File: src/rtl/cia_pkg.sv
// Shared types and constants for the CIA time-of-day block.
// Latency: n/a (types, constants and a combinational helper only).
// Backpressure: n/a.
package cia_pkg;

  // CPU-visible TOD register index (reg_sel encoding)
  typedef enum logic [1:0] {
    TOD_TEN = 2'd0,
    TOD_SEC = 2'd1,
    TOD_MIN = 2'd2,
    TOD_HR  = 2'd3
  } tod_reg_e;

  // Carry ripple sequencer states, one register updated per state
  typedef enum logic [2:0] {
    ST_IDLE = 3'd0,
    ST_TEN  = 3'd1,
    ST_SEC  = 3'd2,
    ST_MIN  = 3'd3,
    ST_HR   = 3'd4
  } tod_fsm_e;

  localparam int TOD_DIV50 = 5;
  localparam int TOD_DIV60 = 6;
  localparam int HR_PM_BIT = 7;

  // Bits that physically exist in each register; the rest store and read as 0
  localparam logic [7:0] TEN_MASK = 8'h0F;
  localparam logic [7:0] SM_MASK  = 8'h7F;
  localparam logic [7:0] HR_MASK  = 8'h9F;

  typedef struct packed {
    logic [7:0] ten;
    logic [7:0] sec;
    logic [7:0] min;
    logic [7:0] hr;
  } tod_time_t;

  // 12-hour clock step: 12->01 keeps PM, 11->12 flips PM, 09->10, else units+1
  function automatic logic [7:0] hr_inc(input logic pm, input logic [4:0] v);
    logic [7:0] r;
    if (v == 5'h12)      r = {pm, 2'b00, 5'h01};
    else if (v == 5'h11) r = {~pm, 2'b00, 5'h12};
    else if (v == 5'h09) r = {pm, 2'b00, 5'h10};
    else                 r = {pm, 2'b00, v[4], v[3:0] + 4'h1};
    return r;
  endfunction

endpackage

File: src/rtl/bcd_add.sv
// Single BCD digit incrementer: wraps MAX->0 with carry, otherwise +1 mod 2^WID.
// Latency: combinational.
// Backpressure: none.
module bcd_add #(
  parameter int WID = 4,
  parameter int MAX = 9
) (
  input  logic [WID-1:0] din,
  input  logic           cin,
  output logic [WID-1:0] dout,
  output logic           cout
);

  // Out-of-range digits simply count up so corrupted BCD still has defined behaviour
  always_comb begin
    dout = din;
    cout = 1'b0;
    if (cin) begin
      if (din == WID'(MAX)) begin
        dout = '0;
        cout = 1'b1;
      end else begin
        dout = din + WID'(1);
      end
    end
  end

endmodule

File: src/rtl/cia_tod_prescale.sv
// TOD pin conditioning and 50/60 Hz divider; emits one tenth-second event pulse.
// Latency: tenth is combinational from tick (tick = tod_in, or +3 cycles with TOD_IN_SYNC_EN).
// Backpressure: none; clr overrides counting and suppresses the event that cycle.
module cia_tod_prescale import cia_pkg::*; (
  input  logic clk,
  input  logic rst,
  input  logic tod_in,
  input  logic cra_todin,
  input  logic run,
  input  logic clr,
  output logic tenth
);

  logic       tick;
  logic [2:0] cnt;
  logic [2:0] div_m1;

`ifdef TOD_IN_SYNC_EN
  logic [2:0] sync_q;
  logic       tick_q;

  // Two-flop synchroniser, one history flop, registered rising-edge pulse
  always_ff @(posedge clk or posedge rst) begin
    if (rst) begin
      sync_q <= 3'b000;
      tick_q <= 1'b0;
    end else begin
      sync_q <= {sync_q[1:0], tod_in};
      tick_q <= sync_q[1] & ~sync_q[2];
    end
  end

  assign tick = tick_q;
`else
  assign tick = tod_in;
`endif

  // Divider selection is sampled live so a CRA7 change applies at the next compare
  assign div_m1 = cra_todin ? 3'(TOD_DIV50 - 1) : 3'(TOD_DIV60 - 1);
  assign tenth  = run & tick & ~clr & (cnt == div_m1);

  // Tick counter; a count left above the terminal value by a divider change wraps to 0
  always_ff @(posedge clk or posedge rst) begin
    if (rst) begin
      cnt <= 3'd0;
    end else if (clr) begin
      cnt <= 3'd0;
    end else if (run && tick) begin
      cnt <= (cnt >= div_m1) ? 3'd0 : cnt + 3'd1;
    end
  end

endmodule

File: src/rtl/cia_tod_ctrl.sv
// CIA time-of-day: BCD carry ripple, halt-on-write, latch-on-read and alarm compare.
// Latency: tenth event -> tenths 1 cycle, full ripple 4 cycles; rdata 1 cycle after re.
// Backpressure: none; we/re accepted every cycle. Build option: TOD_IN_SYNC_EN.
module cia_tod_ctrl import cia_pkg::*; #(
  parameter logic [7:0] HR_RST = 8'h01
) (
  input  logic       clk,
  input  logic       rst,
  input  logic       tod_in,
  input  logic       cra_todin,
  input  logic       crb_alarm,
  input  logic [1:0] reg_sel,
  input  logic       we,
  input  logic       re,
  input  logic [7:0] wdata,
  output logic [7:0] rdata,
  output logic       alarm
);

  tod_reg_e  sel;
  tod_fsm_e  state, state_nxt;
  tod_time_t cur, cur_nxt, alm, latch;
  logic      stopped, latched, pending, pending_nxt, match, match_q, tenth;
  logic      wr_time, wr_alm, wr_ten, wr_sec, wr_min, wr_hr;

  logic [3:0] ten_sum, secu_sum, minu_sum;
  logic [2:0] sect_sum, mint_sum;
  logic       ten_co, secu_co, sect_co, minu_co, mint_co;

  assign sel     = tod_reg_e'(reg_sel);
  assign wr_time = we & ~crb_alarm;
  assign wr_alm  = we & crb_alarm;
  assign wr_ten  = wr_time & (sel == TOD_TEN);
  assign wr_sec  = wr_time & (sel == TOD_SEC);
  assign wr_min  = wr_time & (sel == TOD_MIN);
  assign wr_hr   = wr_time & (sel == TOD_HR);

  cia_tod_prescale u_prescale (
    .clk       (clk),
    .rst       (rst),
    .tod_in    (tod_in),
    .cra_todin (cra_todin),
    .run       (~stopped),
    .clr       (wr_ten | wr_hr),
    .tenth     (tenth)
  );

  // Digit incrementers; each state only ever advances its register by one
  bcd_add #(.WID(4), .MAX(9)) u_ten  (.din(cur.ten[3:0]), .cin(1'b1),    .dout(ten_sum),  .cout(ten_co));
  bcd_add #(.WID(4), .MAX(9)) u_secu (.din(cur.sec[3:0]), .cin(1'b1),    .dout(secu_sum), .cout(secu_co));
  bcd_add #(.WID(3), .MAX(5)) u_sect (.din(cur.sec[6:4]), .cin(secu_co), .dout(sect_sum), .cout(sect_co));
  bcd_add #(.WID(4), .MAX(9)) u_minu (.din(cur.min[3:0]), .cin(1'b1),    .dout(minu_sum), .cout(minu_co));
  bcd_add #(.WID(3), .MAX(5)) u_mint (.din(cur.min[6:4]), .cin(minu_co), .dout(mint_sum), .cout(mint_co));

  // Ripple sequencing and CPU write merge; a CPU write to the register being stepped wins
  always_comb begin
    state_nxt   = state;
    pending_nxt = pending;
    cur_nxt     = cur;
    if (tenth && (state != ST_IDLE)) pending_nxt = 1'b1;
    case (state)
      ST_IDLE: begin
        if (pending) begin
          state_nxt   = ST_TEN;
          pending_nxt = 1'b0;
        end else if (tenth) begin
          state_nxt = ST_TEN;
        end
      end
      ST_TEN: begin
        cur_nxt.ten = {4'h0, ten_sum};
        state_nxt   = (ten_co && !wr_ten) ? ST_SEC : ST_IDLE;
      end
      ST_SEC: begin
        cur_nxt.sec = {1'b0, sect_sum, secu_sum};
        state_nxt   = (sect_co && !wr_sec) ? ST_MIN : ST_IDLE;
      end
      ST_MIN: begin
        cur_nxt.min = {1'b0, mint_sum, minu_sum};
        state_nxt   = (mint_co && !wr_min) ? ST_HR : ST_IDLE;
      end
      ST_HR: begin
        cur_nxt.hr = hr_inc(cur.hr[HR_PM_BIT], cur.hr[4:0]);
        state_nxt  = ST_IDLE;
      end
      default: state_nxt = ST_IDLE;
    endcase
    if (wr_ten) cur_nxt.ten = wdata & TEN_MASK;
    if (wr_sec) cur_nxt.sec = wdata & SM_MASK;
    if (wr_min) cur_nxt.min = wdata & SM_MASK;
    if (wr_hr) begin
      cur_nxt.hr  = wdata & HR_MASK;
      state_nxt   = ST_IDLE;
      pending_nxt = 1'b0;
    end
  end

  // Carry sequencer state register
  always_ff @(posedge clk or posedge rst) begin
    if (rst) state <= ST_IDLE;
    else     state <= state_nxt;
  end

  // Time registers, queued tenth event and run/stop (hours write halts, tenths write restarts)
  always_ff @(posedge clk or posedge rst) begin
    if (rst) begin
      cur     <= '{ten: 8'h00, sec: 8'h00, min: 8'h00, hr: HR_RST};
      pending <= 1'b0;
      stopped <= 1'b1;
    end else begin
      cur     <= cur_nxt;
      pending <= pending_nxt;
      if (wr_hr)       stopped <= 1'b1;
      else if (wr_ten) stopped <= 1'b0;
    end
  end

  // Alarm registers are written only when CRB7 redirects TOD writes
  always_ff @(posedge clk or posedge rst) begin
    if (rst) begin
      alm <= '0;
    end else if (wr_alm) begin
      case (sel)
        TOD_TEN: alm.ten <= wdata & TEN_MASK;
        TOD_SEC: alm.sec <= wdata & SM_MASK;
        TOD_MIN: alm.min <= wdata & SM_MASK;
        TOD_HR:  alm.hr  <= wdata & HR_MASK;
      endcase
    end
  end

  // Reads: hours snapshots the whole time, tenths releases it; values are pre-write
  always_ff @(posedge clk or posedge rst) begin
    if (rst) begin
      rdata   <= 8'h00;
      latched <= 1'b0;
      latch   <= '0;
    end else if (re) begin
      case (sel)
        TOD_HR: begin
          if (!latched) begin
            latch   <= cur;
            latched <= 1'b1;
            rdata   <= cur.hr;
          end else begin
            rdata <= latch.hr;
          end
        end
        TOD_TEN: begin
          rdata   <= latched ? latch.ten : cur.ten;
          latched <= 1'b0;
        end
        TOD_SEC: rdata <= latched ? latch.sec : cur.sec;
        TOD_MIN: rdata <= latched ? latch.min : cur.min;
      endcase
    end
  end

  assign match = (cur == alm);

  // Alarm fires once on the rising edge of the time/alarm equality
  always_ff @(posedge clk or posedge rst) begin
    if (rst) begin
      match_q <= 1'b0;
      alarm   <= 1'b0;
    end else begin
      match_q <= match;
      alarm   <= match & ~match_q;
    end
  end

endmodule

File: config.mk
export PLATFORM = sky130hd
export DESIGN_NAME = cia_tod_ctrl
export DESIGN_NICKNAME = d
export VERILOG_FILES = /design/src/rtl/cia_pkg.sv /design/src/rtl/bcd_add.sv /design/src/rtl/cia_tod_prescale.sv /design/src/rtl/cia_tod_ctrl.sv
export SDC_FILE = /design/constraint.sdc
export NUM_CORES = 1
export LEC_CHECK = 0
export ABC_AREA = 0
export BUFFER_PORTS_ARGS = -buffer_cell sky130_fd_sc_hd__buf_2
export CORE_UTILIZATION = 40
export CTS_BUF_LIST = sky130_fd_sc_hd__clkbuf_4
export DETAILED_ROUTE_END_ITERATION = 10
export PLACE_DENSITY = 0.61
export REMOVE_ABC_BUFFERS = 1
export SYNTH_ARGS = -nofsm -noshare
export SYNTH_HDL_FRONTEND = slang
export SYNTH_SLANG_ARGS = --single-unit
File: constraint.sdc
create_clock -name clk -period 2.5 [get_ports clk]
set_input_delay 0.125 -clock clk [delete_from_list [all_inputs] [get_ports clk]]
set_output_delay 0.125 -clock clk [all_outputs]
set_load 0.01 [all_outputs]
==> impl_metrics.ini <==
[run_status]
status = finished, violations left
violations = DRC

[route]
vias = 3459
ant_nets = 0
avgRoutedWirePerCell_um = 17.86
vias_per_cell = 5.680
postRouteWirelength_um = 10880
drc = 6
first_pass_iters = 9
drtIter0Drc = 251

[die]
die_w_um = 111.4
dieArea_sq_um = 12410
placementRows = 39
io-pin-count = 26
initial_core_util = 0.4157
coreArea_sq_um = 11520
fp.dieH_um = 111.4

[synthesis]
ys_seq_area_frac = 0.4762
synth.most_common_cell = dfrtp_1
synth_warnings = 0
ys.flop_type = dfrtp_1
ys_async_sr_fraction = 1.000
netlist_instances = 440
yosysTopAreaCell = dfrtp_1
synth.distinct_cells = 51
synth_common_cells = dfrtp_1 (89), mux2_2 (48), nand2_1 (29)
synth_edf_count = 0
ys_seq_elements = 91
synth_area_leaders = dfrtp_1 (47%), mux2_2 (11%), xor2_1 (5.1%), a21oi_1 (2.7%), ha_1 (2.6%)
avgSynthCellArea_sq_um = 10.88
synth_area_sq_um = 4787
synth_top_area_frac = 0.4652

[global_routing]
antenna_found_initial = 1
grt_overflow = 0
grt_usage = 0.1866
grt_pass1_vias = 3359
grt_pass1_wl_um = 17840
grt_max_degree = 92

[hold_path]
hold_class = in -> reg

[setup_path]
crit_required_ns = 2.84
cp_max_fo = 12
cp-end-kind = flip-flop
cp_cell_sequence = or3b_1, nor4_4, xnor2_1, o21ai_2
worstSetupStartpointType = flip-flop
arrival_ns = 2.10
crit_type = reg -> reg
crit_slowest_cell = dfrtp_1
slowest_delay_ns = 0.59

[timing]
skew_ns = 0.02406
min_period_ns = 1.757
fin_setup_tns_ns = 0
setup_violations = 0
fin_crit_sh = 0.7027
max_freq_ghz = 0.5693
hold_viol_final = 0
worstMarginPinSlew_ns = 0.6001
fin_ws_ns = 0.7433
whs_ns = 0.02839
rsz0062_at_grt = false
slew_viol_final = 0
max_slew_margin = 0.6000

[cells_and_area]
area_delta_synth_final_pct = 8.782
drive_above_1_share = 0.2151
nFillCells = 1126
final_nets = 487
final_cells = 609

[power_and_ir_drop]
pwr-share-seq = 0.550
switching_share = 0.3342
power_density_nw_per_um2 = 786.4
pwr-share-comb = 0.248
p_sw_mw = 1.369
internal-power_mw = 2.727
ir_worst_vdd_mv = 0.2631
total_power_mw = 4.095
leakage_nw = 2.180
p_clk_frac = 0.203

[clocking]
htreeDepth = 3
cts_hold_buffers = 6
cts_root_buf = clkbuf_4
clk_latency_ns = 0.46
clk_pin_slew_ns = 0.15
cts.sinks = 91
clock_path_buffers = 2
cts_buffers = 9
ctsResizeCount = 0
cts_tree = built
post_cts_buffers = 0

[placement]
post-place-ws_ns = 0.7014
gp_congestion = 0.7698
dp_hpwl_um = 7650
port_buffers = 25
placedCellCount = 586

[job]
maxCapViolCount = 0
power groups by stage:
stage               Sequential (mW)  Clock [mW]  Combinational [mW]
global placement               2.26           0               0.985
CTS                            2.25       0.855                1.03
finish                         2.25       0.829                1.01
floorplan                      2.16           0               0.771
detailed placement             2.28           0                1.02
global route                   2.31       0.915                1.13
layout by cell type (no fill, tap or decap), types with 7 or more instances in the layout:
| cell | Yosys | layout |
|---|---|---|
| inv_1 | 16 | 15 |
| ha_1 | 10 | 10 |
| dfrtp_1 | 89 | 89 |
| xor2_1 | 28 | 28 |
| o21ai_0 | 17 | 17 |
| nand2_1 | 29 | 29 |
| nor4_1 | 7 | 7 |
| buf_2 | 8 | 25 |
| nor2_1 | 27 | 27 |
| clkbuf_4 | 1 | 11 |
| nor3b_1 | 7 | 7 |
| nor2b_1 | 10 | 10 |
| mux2_2 | 48 | 48 |
| mux2i_1 | 11 | 11 |
| a21oi_1 | 26 | 26 |
| a222oi_1 | 8 | 8 |
routing by layer:
| layer | GRT usage | vias to the layer above | part of all wire |
|---|---|---|---|
| li1 | - | 1619 | - |
| met1 | 0.2568 | 1742 | 0.48 |
| met2 | 0.2942 | 83 | 0.46 |
| met3 | 0.02940 | 15 | 0.039 |
| met4 | 0.07748 | 0 | 0.020 |
| met5 | 0 | - | 0 |
worst paths after layout:
| kind | cells after the start | startpoint | to | slack, ns |
|---|---|---|---|---|
| max | 4 | state[2]$_DFFE_PP0P_ | cur[7]$_DFFE_PP0P_ | 0.74 |
| min | 3 | wdata[2] | cur[18]$_DFFE_PP0P_ | 0.03 |
| max reg2reg | 4 | state[2]$_DFFE_PP0P_ | cur[7]$_DFFE_PP0P_ | 0.74 |
| min reg2reg | 1 | match_q$_DFF_PP0_ | alarm$_DFF_PP0_ | 0.42 |
| max in group asynchronous | 4 | rst | latch[17]$_DFFE_PP0P_ | 1.80 |
| min in group asynchronous | 4 | rst | alm[12]$_DFFE_PP0P_ | 0.30 |
registers in the layout, indices dropped and copies added (netlist names), 3 cells and up:
name,cells
latch,24
cur,24
u_prescale.cnt,3
state,3
alm,24
rdata,8
final cells by class:
cell class | instances | area [sq um] | share of cell area
diodes | 1 | 2.502 | 0.0004805
clock buffers | 11 | 82.58 | 0.01586
repair buffers | 34 | 220.2 | 0.04229
clock inverters | 5 | 53.80 | 0.01033
inverters | 16 | 61.31 | 0.01177
well taps | 143 | 178.9 | 0.03436
flip-flops and latches | 91 | 2280 | 0.4378
multi-input cells | 308 | 2328 | 0.4471
cell families after synthesis:
kind of cell / count (synthesis) / synth area share
XOR/XNOR: 34 / 0.06221
adder cells (fa/ha/maj): 10 / 0.02614
AO/OA/AOI/OAI: 79 / 0.1059
flip-flops: 91 / 0.4762
AND/OR/NAND/NOR: 126 / 0.1563
buffers and inverters: 41 / 0.03738
multiplexers: 59 / 0.1359
critical path, delay by kind of cell, from the launching register on:
family | cells | cell delay, ns
compound gates | 1 | 0.06
xor+xnor | 1 | 0.17
simple gates | 2 | 0.82
flops | 1 | 0.59
through the flow:
stage / utilization / cell area, sq um
final: 0.4522 / 5207
after global routing: 0.4522 / 5207
after CTS: 0.4520 / 5205
after detailed placement: 0.4349 / 5009
after global placement: 0.4349 / 5009
after floorplan: - / 4668
No activity file was read; power rests on OpenSTA's default activity.
